## src/rtl/hex_entry_pkg.sv

```systemverilog
// hex_entry_pkg: shared constants and types for the hex keypad entry block.
//   - buffer geometry (digits, digit width, counter width)
//   - default debounce length for a 50 MHz board clock
//   - key event encoding and the same-cycle priority resolver
package hex_entry_pkg;

    localparam int NUM_DIGITS              = 8;
    localparam int DIGIT_W                 = 4;
    localparam int COUNT_W                 = 4;
    localparam int VALUE_W                 = NUM_DIGITS * DIGIT_W;
    localparam int DEBOUNCE_CYCLES_DEFAULT = 500000;

    // Event selected in a cycle; higher encodings win when pulses coincide.
    typedef enum logic [1:0] {
        EV_NONE   = 2'd0,
        EV_ENTER  = 2'd1,
        EV_COMMIT = 2'd2,
        EV_CLEAR  = 2'd3
    } event_e;

    // Resolve coincident press pulses: clear beats commit beats enter.
    function automatic event_e select_event(input logic clear_p,
                                            input logic commit_p,
                                            input logic enter_p);
        event_e ev;
        if (clear_p) begin
            ev = EV_CLEAR;
        end else if (commit_p) begin
            ev = EV_COMMIT;
        end else if (enter_p) begin
            ev = EV_ENTER;
        end else begin
            ev = EV_NONE;
        end
        return ev;
    endfunction

endpackage

```

## src/rtl/key_debounce.sv

```systemverilog
// key_debounce: conditions one raw active-low push-button.
//   2-flop synchronizer -> stable-level filter -> falling-edge pulse.
// Ports:
//   clk, rst_n : clock, asynchronous active-low reset
//   key_n      : raw button level (asynchronous to clk), low = pressed
//   level      : debounced button level, 1 = released
//   press      : one-cycle pulse on each debounced press (registered)
module key_debounce
    import hex_entry_pkg::*;
#(
    parameter int DEBOUNCE_CYCLES = DEBOUNCE_CYCLES_DEFAULT
) (
    input  logic clk,
    input  logic rst_n,
    input  logic key_n,
    output logic level,
    output logic press
);

    localparam int                CNT_W    = $clog2(DEBOUNCE_CYCLES);
    localparam logic [CNT_W-1:0]  CNT_LAST = CNT_W'(DEBOUNCE_CYCLES - 1);

    logic [1:0]       sync_q,  sync_d;
    logic             level_q, level_d;
    logic             press_q, press_d;
    logic [CNT_W-1:0] cnt_q,   cnt_d;

    // Next-state: the counter runs only while the synchronized input disagrees
    // with the debounced level; the level flips on the last disagreeing cycle.
    always_comb begin
        sync_d  = {sync_q[0], key_n};
        level_d = level_q;
        cnt_d   = cnt_q;
        if (sync_q[1] == level_q) begin
            cnt_d = {CNT_W{1'b0}};
        end else if (cnt_q == CNT_LAST) begin
            level_d = sync_q[1];
            cnt_d   = {CNT_W{1'b0}};
        end else begin
            cnt_d = cnt_q + CNT_W'(1);
        end
        // Pulse is registered together with the falling level.
        press_d = level_q & ~level_d;
    end

    // State registers; released (1) is the reset level so reset never fakes a press.
    always_ff @(posedge clk or negedge rst_n) begin
        if (!rst_n) begin
            sync_q  <= 2'b11;
            level_q <= 1'b1;
            press_q <= 1'b0;
            cnt_q   <= {CNT_W{1'b0}};
        end else begin
            sync_q  <= sync_d;
            level_q <= level_d;
            press_q <= press_d;
            cnt_q   <= cnt_d;
        end
    end

    assign level = level_q;
    assign press = press_q;

endmodule

```

## src/rtl/hex_entry.sv

```systemverilog
// hex_entry: builds a 32-bit hex word from a switch nibble, one digit per
// debounced button press, and hands finished words out over valid/ready.
// Ports:
//   clk, rst_n        : clock, asynchronous active-low reset
//   sw[3:0]           : digit to enter
//   key_enter_n       : raw button, shift sw into the buffer
//   key_clear_n       : raw button, clear the buffer
//   key_commit_n      : raw button, copy the buffer to commit_data
//   value[31:0]       : live entry buffer, digit 0 in value[3:0]
//   digit_count[3:0]  : digits entered since the last clear, saturates at 8
//   commit_data[31:0] : committed word, held while commit_valid
//   commit_valid      : committed word available
//   commit_ready      : consumer accepts when high with commit_valid
module hex_entry
    import hex_entry_pkg::*;
#(
    parameter int DEBOUNCE_CYCLES = DEBOUNCE_CYCLES_DEFAULT
) (
    input  logic               clk,
    input  logic               rst_n,
    input  logic [DIGIT_W-1:0] sw,
    input  logic               key_enter_n,
    input  logic               key_clear_n,
    input  logic               key_commit_n,
    output logic [VALUE_W-1:0] value,
    output logic [COUNT_W-1:0] digit_count,
    output logic [VALUE_W-1:0] commit_data,
    output logic               commit_valid,
    input  logic               commit_ready
);

    localparam logic [COUNT_W-1:0] COUNT_MAX = COUNT_W'(NUM_DIGITS);

    logic enter_p_s, clear_p_s, commit_p_s;
    logic enter_lvl_s, clear_lvl_s, commit_lvl_s;
    logic unused_levels_s;
    event_e ev_s;

    logic [VALUE_W-1:0] value_q,  value_d;
    logic [COUNT_W-1:0] count_q,  count_d;
    logic [VALUE_W-1:0] cdata_q,  cdata_d;
    logic               cvalid_q, cvalid_d;

    key_debounce #(.DEBOUNCE_CYCLES(DEBOUNCE_CYCLES)) u_db_enter (
        .clk   (clk),
        .rst_n (rst_n),
        .key_n (key_enter_n),
        .level (enter_lvl_s),
        .press (enter_p_s)
    );

    key_debounce #(.DEBOUNCE_CYCLES(DEBOUNCE_CYCLES)) u_db_clear (
        .clk   (clk),
        .rst_n (rst_n),
        .key_n (key_clear_n),
        .level (clear_lvl_s),
        .press (clear_p_s)
    );

    key_debounce #(.DEBOUNCE_CYCLES(DEBOUNCE_CYCLES)) u_db_commit (
        .clk   (clk),
        .rst_n (rst_n),
        .key_n (key_commit_n),
        .level (commit_lvl_s),
        .press (commit_p_s)
    );

    // Debounced levels are not needed here; only the press pulses drive actions.
    assign unused_levels_s = enter_lvl_s ^ clear_lvl_s ^ commit_lvl_s;

    // Next-state for buffer, counter and commit register.
    always_comb begin
        ev_s     = select_event(clear_p_s, commit_p_s, enter_p_s);
        value_d  = value_q;
        count_d  = count_q;
        cdata_d  = cdata_q;
        // Accepted word retires; a commit below may reload it in the same cycle.
        if (cvalid_q && commit_ready) begin
            cvalid_d = 1'b0;
        end else begin
            cvalid_d = cvalid_q;
        end
        case (ev_s)
            EV_CLEAR: begin
                value_d = {VALUE_W{1'b0}};
                count_d = {COUNT_W{1'b0}};
            end
            EV_COMMIT: begin
                // A commit while an unaccepted word is pending is dropped.
                if (!cvalid_q || commit_ready) begin
                    cdata_d  = value_q;
                    cvalid_d = 1'b1;
                end else begin
                    cdata_d  = cdata_q;
                end
            end
            EV_ENTER: begin
                value_d = {value_q[VALUE_W-DIGIT_W-1:0], sw};
                if (count_q >= COUNT_MAX) begin
                    count_d = COUNT_MAX;
                end else begin
                    count_d = count_q + COUNT_W'(1);
                end
            end
            EV_NONE: begin
                value_d = value_q;
            end
            default: begin
                value_d = value_q;
            end
        endcase
    end

    // Action registers.
    always_ff @(posedge clk or negedge rst_n) begin
        if (!rst_n) begin
            value_q  <= {VALUE_W{1'b0}};
            count_q  <= {COUNT_W{1'b0}};
            cdata_q  <= {VALUE_W{1'b0}};
            cvalid_q <= 1'b0;
        end else begin
            value_q  <= value_d;
            count_q  <= count_d;
            cdata_q  <= cdata_d;
            cvalid_q <= cvalid_d;
        end
    end

    assign value        = value_q;
    assign digit_count  = count_q;
    assign commit_data  = cdata_q;
    assign commit_valid = cvalid_q;

endmodule

```

## config.mk

```make
export PLATFORM = sky130hd
export DESIGN_NAME = hex_entry
export DESIGN_NICKNAME = d
export VERILOG_FILES = /design/src/rtl/hex_entry_pkg.sv /design/src/rtl/key_debounce.sv /design/src/rtl/hex_entry.sv
export SDC_FILE = /design/constraint.sdc
export NUM_CORES = 1
export LEC_CHECK = 0
export ABC_CLOCK_PERIOD_IN_PS = 4250
export CAP_MARGIN = 20
export CORE_MARGIN = 2
export CORE_UTILIZATION = 55
export CTS_CLUSTER_SIZE = 25
export DETAILED_ROUTE_END_ITERATION = 16
export GPL_TIMING_DRIVEN = 0
export PLACE_DENSITY = 0.85
export SLEW_MARGIN = 40
export SYNTH_ARGS = -nofsm -noshare
export SYNTH_HDL_FRONTEND = slang
export SYNTH_SLANG_ARGS = --single-unit
```

## constraint.sdc

```tcl
create_clock -name clk -period 4.25 [get_ports clk]
set_clock_uncertainty 0.2 [all_clocks]
set_input_delay 0.85 -clock clk [delete_from_list [all_inputs] [get_ports clk]]
set_output_delay 0.85 -clock clk [all_outputs]
set_load 0.03 [all_outputs]
```

==> results.yml <==
pwr:
  pwr-share-seq: 0.461
  power_w: 0.00290
  pwr-share-clk: 0.514
  sw_frac_of_total: 0.216
  switching_power_w: 0.000626
  cellPowerDensity_mw_per_mm2: 389
  p_int_w: 0.00227
  p_leak_nw: 3.22
  vdd_drop_max_mv: 0.245
  p_comb_frac: 0.024
placement:
  dp_hpwl_mm: 8.32
  post-place-ws_ns: 1.23
  portBuffers: 78
  gp_congestion: 0.838
  dpl_cell_area_mm2: 0.00682
clock_network:
  tritoncts: "done"
  clock_latency_ns: 0.53
  cts.htree.levels: 4
  numClockSinks: 138
  cts_max_path_buffers: 2
  clk_transition_reported_paths_ns: 0.07
  cts-root-buf: "clkbuf_8"
  cts_inserted_buffers: 17
  postCtsResizedCells: 0
logic_synthesis:
  ys_types: 45
  synth_top_area_share: 0.556
  ys_ff_latch: 138
  ys.flop_type: "dfrtp_1"
  netlist_area_mm2: 0.00581
  async_flop_share: 1.00
  syn_area_per_cell_um2: 12.0
  yosysTopAreaCell: "dfrtp_1"
  synth_nets: 498
  yosysSeqAreaShare: 0.596
  netlist_top_cells_area: "dfrtp_1, mux2_2, a22o_1"
  synth_commonest_cells: "dfrtp_1, nor2_1, mux2_2"
  synth_edf_count: 0
  synthCells: 483
  yosysMostFrequentCell: "dfrtp_1"
  yosys_warnings: 0
detailed_routing:
  dr.first_iter.drc_count: 340
  antenna_left: 0
  wl_mm: 13.2
  vias_per_cell: 5.93
  dr.pass1.iters: 6
  num_vias: 4338
  post_drt_wl_per_cell_um: 18.1
  drc: 0
finish:
  fin_nets: 598
  diodes: 0
  area_growth_pct: 28.3
  finalInstanceArea_mm2: 0.00745
  final_util: 0.725
  drive_above_1_share: 0.156
floorplanning:
  die_y_um: 107
  ios: 79
  die_area_mm2: 0.0114
  rows: 37
  die_x_um: 107
  core_mm2: 0.0103
  start_util: 0.565
sta:
  setup-tns-final_ns: 0
  rsz0062_at_grt: "false"
  setup_viol: 0
  max_slew.worst_pin.slew_ns: 0.787
  period_share: 0.650
  max_freq_mhz: 362
  finalHoldViolations: 0
  slew_headroom: 0.476
  worst_slack_ns: 1.49
  period_needed_ns: 2.76
  finalMaxSlewViolations: 0
setup_path:
  cp_max_fo: 4
  crit_path_top_delay_cell: "clkdlybuf4s50_1"
  crit_buf_inv: 1
  start_kind: "flop"
  critical_path.top_delay_family: "buffers and inverters"
  critPathCaptureType: "output port"
  cp.arrival_ns: 1.71
  critPathKind: "flop to output port"
  critical_path.cell_chain: "clkdlybuf4s50_1"
  cpPeakStageDelay_ns: 0.71
  cp.required_ns: 3.20
global_routing:
  track_usage: 0.251
  grt_pass1_wl_mm: 22.2
  grt_remaining_overflow: 0
  grt_max_degree: 53
  antenna_found_initial: 0
  grt_pass1_vias: 4309
min_path:
  hold_class: "flop to flop"
run_status:
  status: "complete, no violations"
flow_run:
  maxCapViolCount: 0
==> sequential cells by signal, summed over array words and instances, names as in the netlist <==
register and count:
u_db_enter.sync_q 2, u_db_clear.press 1, u_db_enter.level 1, u_db_enter.press 1, u_db_commit.press 1, u_db_commit.level 1
commit_data 32, u_db_commit.sync_q 2, digit_count 4, u_db_clear.cnt_q 19, commit_valid 1, u_db_clear.level 1
u_db_enter.cnt_q 19, u_db_commit.cnt_q 19, u_db_clear.sync_q 2, value 32
==> per-stage QoR <==
step,hold WS (ns),cells
final,0.157,732
after global routing,0.165,732
after CTS,0.156,732
after detailed placement,0.147,699
after global placement,0.146,697
after floorplan,0.145,483
==> layout by cell type, fill, tap and decap left out, drive strengths merged, types with 5 or more instances in the layout <==
cell / n
dfrtp: 129
a21oi: 14
or4: 9
nor4: 12
o31ai: 5
mux2: 36
ha: 5
inv: 19
dfstp: 9
o21ai: 10
a22o: 33
clkbuf: 29
nor3: 8
clkdlybuf4s50: 77
xnor2: 31
xor2: 10
nand3: 22
buf: 8
nand4: 14
nand2: 18
or3: 9
nor2: 52
==> logic make-up after synthesis <==
group                      synth area share
adders and majority gates            0.0108
buffers and inverters                0.0215
and+or+nand+nor                       0.151
muxes                                0.0698
xor gates and xnor gates             0.0618
AOI/OAI and AO/OA                    0.0885
DFF                                   0.596
==> area by class of cell <==
class,instances,area [µm²]
multi-input cells,315,2240
plain buffers,14,65.1
clock inverters,12,165
well taps,136,170
fillers,690,2820
flip-flops and latches,138,3460
clock buffers,20,435
repair buffers,81,851
inverters,16,60.1
==> metal layers <==
metal / up-vias / global-route usage / wire [µm]
met2: 178 / 0.401 / 6460
li1: 1944 / - / -
met4: 0 / 0.0863 / 308
met3: 36 / 0.0620 / 874
met1: 2180 / 0.339 / 5580
met5: - / 0 / 0
==> power groups by stage <==
stage               Sequential [W]  Combinational, W  Clock [W]
floorplan                  0.00136         0.0000231          0
global placement           0.00136         0.0000610          0
detailed placement         0.00136         0.0000705          0
CTS                        0.00134         0.0000717    0.00150
global route               0.00134         0.0000810    0.00157
finish                     0.00134         0.0000709    0.00149
==> worst paths after layout <==
check,to,slack [ns],cells past startpoint,startpoint
min,u_db_commit.sync_q[1]$_DFF_PN1_,0.16,0,u_db_commit.sync_q[0]$_DFF_PN1_
max,value[23],1.49,1,value[23]$_DFFE_PN0P_
max in group asynchronous,commit_data[2]$_DFFE_PN0P_,2.44,4,rst_n
min reg2reg,u_db_commit.sync_q[1]$_DFF_PN1_,0.16,0,u_db_commit.sync_q[0]$_DFF_PN1_
max reg2reg,u_db_clear.cnt_q[11]$_DFF_PN0_,1.71,5,u_db_clear.cnt_q[12]$_DFF_PN0_
min in group asynchronous,u_db_clear.cnt_q[15]$_DFF_PN0_,0.59,2,rst_n
==> timing repair <==
action,in CTS,in global routing
hold buffers,1,0
hold endpoints to repair,33,0
buffers inserted,0,0
Note: power is estimated with default switching activity, not from simulation.
